**config.mk**
```make
export PLATFORM = sky130hd
export DESIGN_NAME = fim_axi_master
export DESIGN_NICKNAME = d
export VERILOG_FILES = /design/src/rtl/fim_axi_master.sv
export SDC_FILE = /design/constraint.sdc
export NUM_CORES = 1
export LEC_CHECK = 0
export BUFFER_PORTS_ARGS = -buffer_cell sky130_fd_sc_hd__buf_2
export CAP_MARGIN = 20
export CORE_MARGIN = 2
export CORE_UTILIZATION = 39
export CTS_CLUSTER_DIAMETER = 30
export DETAILED_ROUTE_END_ITERATION = 6
export PLACE_DENSITY_LB_ADDON = 0.1
export SLEW_MARGIN = 25
export SYNTH_ARGS = -nofsm -noshare
export SYNTH_HDL_FRONTEND = slang
export SYNTH_SLANG_ARGS = --single-unit
```
**constraint.sdc**
```tcl
create_clock -name clk -period 1.75 [get_ports clk]
set_clock_uncertainty 0.05 [all_clocks]
set_input_delay 0.35 -clock clk [delete_from_list [all_inputs] [get_ports clk]]
set_output_delay 0.35 -clock clk [all_outputs]
set_load 0.02 [all_outputs]
```
**src/rtl/fim_axi_master.sv**
```systemverilog
// Register-file access master: read, write and dump commands become single AXI4-Lite transactions.
// Build macro FIM_FAULT_MASK_EN: when defined, write data is XORed with cmd_fault_mask before it is sent.
module fim_axi_master #(
    parameter int                    ADDR_WIDTH = 32,
    parameter int                    DATA_WIDTH = 32,
    parameter int                    NUM_REGS   = 32,
    parameter logic [ADDR_WIDTH-1:0] BASE_ADDR  = '0
) (
    input  logic                    clk,
    input  logic                    rst,

    input  logic                    cmd_valid,
    output logic                    cmd_ready,
    input  logic [1:0]              cmd_op,
    input  logic [4:0]              cmd_addr,
    input  logic [DATA_WIDTH-1:0]   cmd_wdata,
    input  logic [DATA_WIDTH-1:0]   cmd_fault_mask,

    output logic                    rsp_valid,
    input  logic                    rsp_ready,
    output logic [4:0]              rsp_addr,
    output logic [DATA_WIDTH-1:0]   rsp_data,
    output logic                    rsp_err,
    output logic                    rsp_last,

    output logic                    M_AXI_AWVALID,
    input  logic                    M_AXI_AWREADY,
    output logic [ADDR_WIDTH-1:0]   M_AXI_AWADDR,
    output logic [2:0]              M_AXI_AWPROT,
    output logic                    M_AXI_WVALID,
    input  logic                    M_AXI_WREADY,
    output logic [DATA_WIDTH-1:0]   M_AXI_WDATA,
    output logic [DATA_WIDTH/8-1:0] M_AXI_WSTRB,
    input  logic                    M_AXI_BVALID,
    output logic                    M_AXI_BREADY,
    input  logic [1:0]              M_AXI_BRESP,

    output logic                    M_AXI_ARVALID,
    input  logic                    M_AXI_ARREADY,
    output logic [ADDR_WIDTH-1:0]   M_AXI_ARADDR,
    output logic [2:0]              M_AXI_ARPROT,
    input  logic                    M_AXI_RVALID,
    output logic                    M_AXI_RREADY,
    input  logic [DATA_WIDTH-1:0]   M_AXI_RDATA,
    input  logic [1:0]              M_AXI_RRESP,

    output logic [2:0]              fsm_state
);

    // Every valid/ready pair: a transfer happens on a rising edge where both are high; once valid is
    // raised, it and its payload stay unchanged until that edge, and valid never waits on ready.

    typedef enum logic [2:0] {
        IDLE    = 3'd0,
        RD_ADDR = 3'd1,
        RD_DATA = 3'd2,
        WR_REQ  = 3'd3,
        WR_RESP = 3'd4,
        RSP     = 3'd5
    } state_t;

    localparam logic [1:0] OP_READ  = 2'b00;
    localparam logic [1:0] OP_WRITE = 2'b01;
    localparam logic [1:0] OP_DUMP  = 2'b10;
    localparam logic [4:0] LAST_IDX = 5'(NUM_REGS - 1);

    state_t                  state;
    state_t                  state_next;
    logic [4:0]              idx;
    logic                    dump;
    logic                    aw_done;
    logic                    w_done;
    logic [ADDR_WIDTH-1:0]   addr_q;
    logic [DATA_WIDTH-1:0]   wdata_q;
    logic [DATA_WIDTH-1:0]   wdata_in;

    function automatic logic [ADDR_WIDTH-1:0] reg_addr(input logic [4:0] i);
        reg_addr = BASE_ADDR + (ADDR_WIDTH'(i) << 2);
    endfunction

`ifdef FIM_FAULT_MASK_EN
    assign wdata_in = cmd_wdata ^ cmd_fault_mask;
`else
    logic unused_fault_mask;
    assign wdata_in          = cmd_wdata;
    assign unused_fault_mask = ^cmd_fault_mask;
`endif

    assign M_AXI_AWADDR = addr_q;
    assign M_AXI_ARADDR = addr_q;
    assign M_AXI_WDATA  = wdata_q;
    assign M_AXI_AWPROT = 3'b000;
    assign M_AXI_ARPROT = 3'b000;
    assign M_AXI_WSTRB  = '1;
    assign fsm_state    = state;

    always_ff @(posedge clk) begin
        if (!rst) begin
            state <= IDLE;
        end else begin
            state <= state_next;
        end
    end

    always_comb begin
        state_next    = state;
        cmd_ready     = 1'b0;
        rsp_valid     = 1'b0;
        M_AXI_ARVALID = 1'b0;
        M_AXI_RREADY  = 1'b0;
        M_AXI_AWVALID = 1'b0;
        M_AXI_WVALID  = 1'b0;
        M_AXI_BREADY  = 1'b0;
        case (state)
            IDLE: begin
                cmd_ready = 1'b1;
                if (cmd_valid) begin
                    case (cmd_op)
                        OP_READ, OP_DUMP: state_next = RD_ADDR;
                        OP_WRITE:         state_next = WR_REQ;
                        default:          state_next = RSP;
                    endcase
                end
            end
            RD_ADDR: begin
                M_AXI_ARVALID = 1'b1;
                if (M_AXI_ARREADY) state_next = RD_DATA;
            end
            RD_DATA: begin
                M_AXI_RREADY = 1'b1;
                if (M_AXI_RVALID) state_next = RSP;
            end
            WR_REQ: begin
                // AW and W retire independently; leave once both have handshaken.
                M_AXI_AWVALID = !aw_done;
                M_AXI_WVALID  = !w_done;
                if ((aw_done || M_AXI_AWREADY) && (w_done || M_AXI_WREADY)) state_next = WR_RESP;
            end
            WR_RESP: begin
                M_AXI_BREADY = 1'b1;
                if (M_AXI_BVALID) state_next = RSP;
            end
            RSP: begin
                rsp_valid = 1'b1;
                if (rsp_ready) begin
                    if (dump && (idx != LAST_IDX)) state_next = RD_ADDR;
                    else                           state_next = IDLE;
                end
            end
            default: state_next = IDLE;
        endcase
    end

    always_ff @(posedge clk) begin
        if (!rst) begin
            idx      <= '0;
            dump     <= 1'b0;
            aw_done  <= 1'b0;
            w_done   <= 1'b0;
            addr_q   <= '0;
            wdata_q  <= '0;
            rsp_addr <= '0;
            rsp_data <= '0;
            rsp_err  <= 1'b0;
            rsp_last <= 1'b0;
        end else begin
            case (state)
                IDLE: begin
                    if (cmd_valid) begin
                        idx     <= (cmd_op == OP_DUMP) ? 5'd0 : cmd_addr;
                        dump    <= (cmd_op == OP_DUMP);
                        aw_done <= 1'b0;
                        w_done  <= 1'b0;
                        addr_q  <= reg_addr((cmd_op == OP_DUMP) ? 5'd0 : cmd_addr);
                        wdata_q <= wdata_in;
                        if (cmd_op == 2'b11) begin
                            rsp_addr <= cmd_addr;
                            rsp_data <= '0;
                            rsp_err  <= 1'b1;
                            rsp_last <= 1'b1;
                        end
                    end
                end
                RD_DATA: begin
                    if (M_AXI_RVALID) begin
                        rsp_addr <= idx;
                        rsp_data <= M_AXI_RDATA;
                        rsp_err  <= (M_AXI_RRESP != 2'b00);
                        rsp_last <= !dump || (idx == LAST_IDX);
                    end
                end
                WR_REQ: begin
                    aw_done <= aw_done | M_AXI_AWREADY;
                    w_done  <= w_done | M_AXI_WREADY;
                end
                WR_RESP: begin
                    if (M_AXI_BVALID) begin
                        rsp_addr <= idx;
                        rsp_data <= wdata_q;
                        rsp_err  <= (M_AXI_BRESP != 2'b00);
                        rsp_last <= 1'b1;
                    end
                end
                RSP: begin
                    if (rsp_ready && dump && (idx != LAST_IDX)) begin
                        idx    <= idx + 5'd1;
                        addr_q <= reg_addr(idx + 5'd1);
                    end
                end
                default: ;
            endcase
        end
    end

endmodule

```
* Word-level counts from Yosys, hierarchy flattened
Cells that the tools add are included.
** Operators by class
- Add/sub/neg operators :: 1
- Multipliers :: 0
- Div/mod/pow operators :: 0
- Magnitude comparators :: 0
- Equality and inequality tests :: 18
- Shift operators :: 0
- Multiplexer cells :: 44
- Bitwise logic cells :: 2
- Reductions and logical operators :: 23
** Operator list (count)
- 2-to-1 mux 32 bit :: 6
- one-hot mux 32 bit (3 select lines) :: 1
- one-hot mux 32 bit (2 select lines) :: 1
- 2-to-1 mux 5 bit :: 7
- 2-to-1 mux 3 bit :: 6
- one-hot mux 3 bit (6 select lines) :: 1
- inequality test 2 bit (second input constant) :: 8
- 2-to-1 mux 1 bit :: 15
- one-hot mux 5 bit (3 select lines) :: 1
- one-hot mux 5 bit (2 select lines) :: 1
- nonzero test 2 bit :: 4
- == test 3 x 2 -> 1 bit (second input constant) :: 2
- == test 3 bit (second input constant) :: 2
- one-hot mux 1 bit (3 select lines) :: 2
- one-hot mux 3 bit (2 select lines) :: 1
- AND reduction 6 bit :: 1
- adder 5 x 1 -> 5 bit (second input constant) :: 1
- == test 5 bit (second input constant) :: 1
- inequality test 5 bit (second input constant) :: 1
- AND reduction 5 bit :: 1
- == test 2 bit (second input constant) :: 2
- logical AND 1 bit :: 4
- one-hot mux 1 bit (2 select lines) :: 2
- AND reduction 2 bit :: 2
- 10 further kinds :: 15
** Word-level totals
- Flip-flop bits (word level) :: 114
- Latch bits :: 0
- RAM bits :: 0
- Bits in read-only memories :: 0
- Logic and storage cells :: 99
- Memories :: 0

* Depth between registers and ports, before layout
- Word-level depth :: 5
- Mapped depth :: 7
- Depth with buffers taken out :: 7

* Least setup slack after synthesis
OpenSTA, ideal clock, no wires.
- Kind :: register to output
- Start point :: register state[0], in the netlist fsm_state[0]
- End point :: output M_AXI_AWVALID
- Arrival time :: 1.713 ns
- Path slack :: -0.363 ns
- Stages on the path, launching flop included :: 6
- Cells stage by stage :: dfxtp_1 > buf_2 > buf_1 > inv_1 > or3_1 > nor2_1
** Between the ends
- Longest elaborated chain between the ends :: 2
** RTL lines
- start: declaration :: RTL line 67 : state_t state;
- start signal: assignment :: RTL line 101 : state <= state_next;
- == test 3 x 2 -> 1 bit :: RTL line 114 : case (state)
- 2-to-1 mux 1 bit :: RTL line 114
- end: declaration :: RTL line 26 : output logic M_AXI_AWVALID,
Every way passes these cells.

* Worst setup path in the final report
- Start point :: register state[2], in the netlist fsm_state[2]
- End point :: register rsp_data[26]
** Between the ends
- Longest elaborated chain between the ends :: 3
** RTL lines
- == test 3 x 2 -> 1 bit, or another cell as far along :: RTL line 167 : case (state)
- inequality test 2 bit (no line) or nonzero test 3 bit (tied branches)
- AND reduction 5 bit (no line)
- end signal: assignment :: RTL line 199 : rsp_data <= wdata_q;
- end: declaration :: RTL line 22 : output logic [DATA_WIDTH-1:0] rsp_data,
Parallel ways exist; a longest one is shown, timed or not.
A chain may end at the register's enable or synchronous reset.

==> results.cfg <==
[status]
status = finished, violations left
violations = setup timing

[pwr]
p_leak_nw = 2.81
p_total_w = 0.0103
ir_worst_vdd_mv = 0.697
powerDensity_nw_per_um2 = 1700

[route]
drc = 0
wire_per_inst_um = 16.0
met2_length_um = 6540
drt_iter0_drc = 172
routed_wirelength_um = 13200
drtAntennaViolNets = 0
vias = 4040
highest_layer = met4
dr.pass1.iters = 4
vias_per_cell = 4.89
met1_length_um = 5600
wl_met3_um = 907

[worst_setup_path]
cp_num_buf_inv = 4
worstReg2RegStart = fsm_state[2]
crit_chain = buf_8, buf_6, nor4bb_4, a221o_2, buf_6, clkbuf_16, o211a_1
cpMostUsedCell = buf_6
worst_path_max_delay_cell = a221o_2
slowest_delay_ns = 0.43
r2r_cells = 7
start_kind = flop
r2r_slack_ns = -0.12
end_kind = flop
critical_path_required_ns = 1.94
worstSetupPathType = flop to flop
cp_top_family = compound AO/OA/AOI/OAI gates
worstReg2RegEnd = rsp_data[26]
startpoint = fsm_state[2]
crit_arrival_ns = 2.05
worstPathMaxFanout = 7

[min_path]
min_delay_path_depth = 3
hold_end = M_AXI_WDATA[0]
hp-start = cmd_wdata[0]
hp-class = input pin to flop

[sta]
setup_ws_ns = -0.116
fmax_ghz = 0.536
setup_tns_ns = -2.62
fin_crit_sh = 1.07
hold_viol = 0
setup_viol = 42
period_needed_ns = 1.87
slew_violations = 0
rsz0062_at_grt = true

[global_route]
grt_usage = 0.205
grt_overflow = 0
grt_pass1_wl_um = 18600
grt_max_degree = 26
first_global_vias = 3682
antenna_found_initial = 0

[clocking]
cts_max_level = 3
clock_latency_ns = 0.34
cts.root.buffer_cell = clkbuf_8
clock_path_buffers = 2
clk_pin_slew_worst_paths_ns = 0.09
cts_tree = yes
cts_made_buffers = 9
cts_hold_buffers = 0
clkSinkCount = 82

[synth]
synthMuxAreaShare = 0.0144
synth_area_leaders = dfxtp_1 (39%), buf_4 (13%), nand2_1 (6.9%)
synth_edf_count = 0
synth-compound-area-share = 0.261
async_flop_share = 0
synth_commonest_cells = dfxtp_1 (82), nand2_1 (77), buf_4 (73)
synth_area_um2 = 4170
synth_fa_ha_area_frac = 0.00600
yosysWarnings = 0
synth_cell_type_count = 47
synth_flop_cell = dfxtp_1
synth-simple-area-share = 0.155
yosys.area.top_type_share = 0.394
syn_inst = 480
synth_top_family_by_area = compound AO/OA/AOI/OAI gates
syn_avg_cell_area_um2 = 8.69
ys_ff_latch = 82
seq_area_frac_synth = 0.394
synth_top_area_cell = dfxtp_1
yosysMostFrequentCell = dfxtp_1
synthXorXnorAreaFrac = 0

[finish]
fin_util = 0.583
final_nets = 803
area_growth_pct = 44.9
nFillCells = 970
antenna-diode-count = 0
drive_gt1_frac = 0.470

[place]
dp_hpwl_um = 8340
placement.io_buffers = 174
routabilityCongestion = 0.841
post-place-ws_ns = 0.00209

[floorplan]
num_rows = 37
fp.coreArea_um2 = 10400
ios = 271
die_x_um = 107
chipHeight_um = 107
dieArea_um2 = 11500
initial_utilization = 0.402

[run]
cap_violations = 0
## cells in the final DEF (no fill, tap or decap), types with 2 or more instances in the layout
| cell type | n |
|---|---|
| inv_2 | 2 |
| o211a_1 | 9 |
| a211oi_2 | 24 |
| buf_12 | 5 |
| nand2_2 | 5 |
| a21oi_1 | 14 |
| clkbuf_16 | 6 |
| buf_2 | 167 |
| clkbuf_8 | 10 |
| nand2b_1 | 3 |
| o21ai_0 | 6 |
| nor2_2 | 3 |
| o21ai_4 | 2 |
| buf_6 | 21 |
| and2_1 | 2 |
| nor3b_4 | 2 |
| inv_4 | 2 |
| nor2_4 | 3 |
| a21boi_0 | 27 |
| a22oi_1 | 34 |
| conb_1 | 64 |
| ha_4 | 2 |
| a21oi_2 | 3 |
| buf_8 | 3 |
| buf_4 | 33 |
| a31oi_1 | 2 |
| nor2_1 | 25 |
| nor2b_1 | 5 |
| o32ai_1 | 2 |
| o21ai_2 | 4 |
| nand3_1 | 4 |
| dfxtp_4 | 5 |
| nand2_1 | 72 |
| mux2i_1 | 4 |
| dfxtp_1 | 77 |
| and3_1 | 2 |
## per-layer routing
layer,vias up,GRT usage
met5,-,0
met4,0,0.0778
met3,15,0.0369
met2,172,0.358
met1,1887,0.251
li1,1966,-
## sequential cells by signal, summed over array words and instances, names as in the netlist
signal        count
M_AXI_ARADDR      5
rsp_data         32
aw_done           1
rsp_err           1
dump              1
rsp_last          1
w_done            1
fsm_state         3
M_AXI_WDATA      32
rsp_addr          5
## cell type report
class | instances | area (um^2) | share of cell area
Clock buffer | 11 | 163 | 0.0269
Timing Repair Buffer | 236 | 1650 | 0.273
Sequential cell | 82 | 1660 | 0.275
Clock inverter | 5 | 56.3 | 0.00931
Tap cell | 136 | 170 | 0.0282
Inverter | 4 | 15.0 | 0.00248
Multi-Input combinational cell | 352 | 2330 | 0.385
## through the flow
step                instances  instance area, um^2  hold WS [ns]
finish                    826                 6040         0.176
detailed placement        776                 5120         0.418
global placement          776                 5120         0.411
global route              826                 6040         0.168
floorplan                 542                 4520         0.427
CTS                       809                 5630         0.158
## where the power goes
group          internal, W  switching [W]  total [W]
combinational      0.00259        0.00331    0.00590
sequential         0.00246       0.000418    0.00288
clock             0.000790       0.000715    0.00151
## cells by family (layout without fill, tap and decap cells)
group	Yosys count	count (layout)
compound gates	139	139
mux	6	6
fa+ha+maj	2	2
flops	82	82
simple gates	141	141
buf+inv	108	256
other cells	2	64
## worst min-delay path: stages
cell     delay (ns)
buf_2          0.09
nand2_1        0.04
a21oi_1        0.05
## worst max-delay path by stage
stage                               end  slack, ns  depth (start not counted)
after floorplan            rsp_data[12]      -0.02                          7
after global placement           w_done       0.02                          5
after detailed placement        aw_done      0.002                          5
after CTS                 M_AXI_AWVALID      -0.14                          4
after global routing       rsp_data[26]      -0.19                          7
final                      rsp_data[26]      -0.12                          7
## what timing repair did
item	4_1_cts	5_1_grt
buffers inserted	14	15
pin swaps	5	15
cloned	3	6
resized for setup	29	66
endpoints found under the setup margin	7	88
Note: power is estimated with default switching activity, not from simulation.
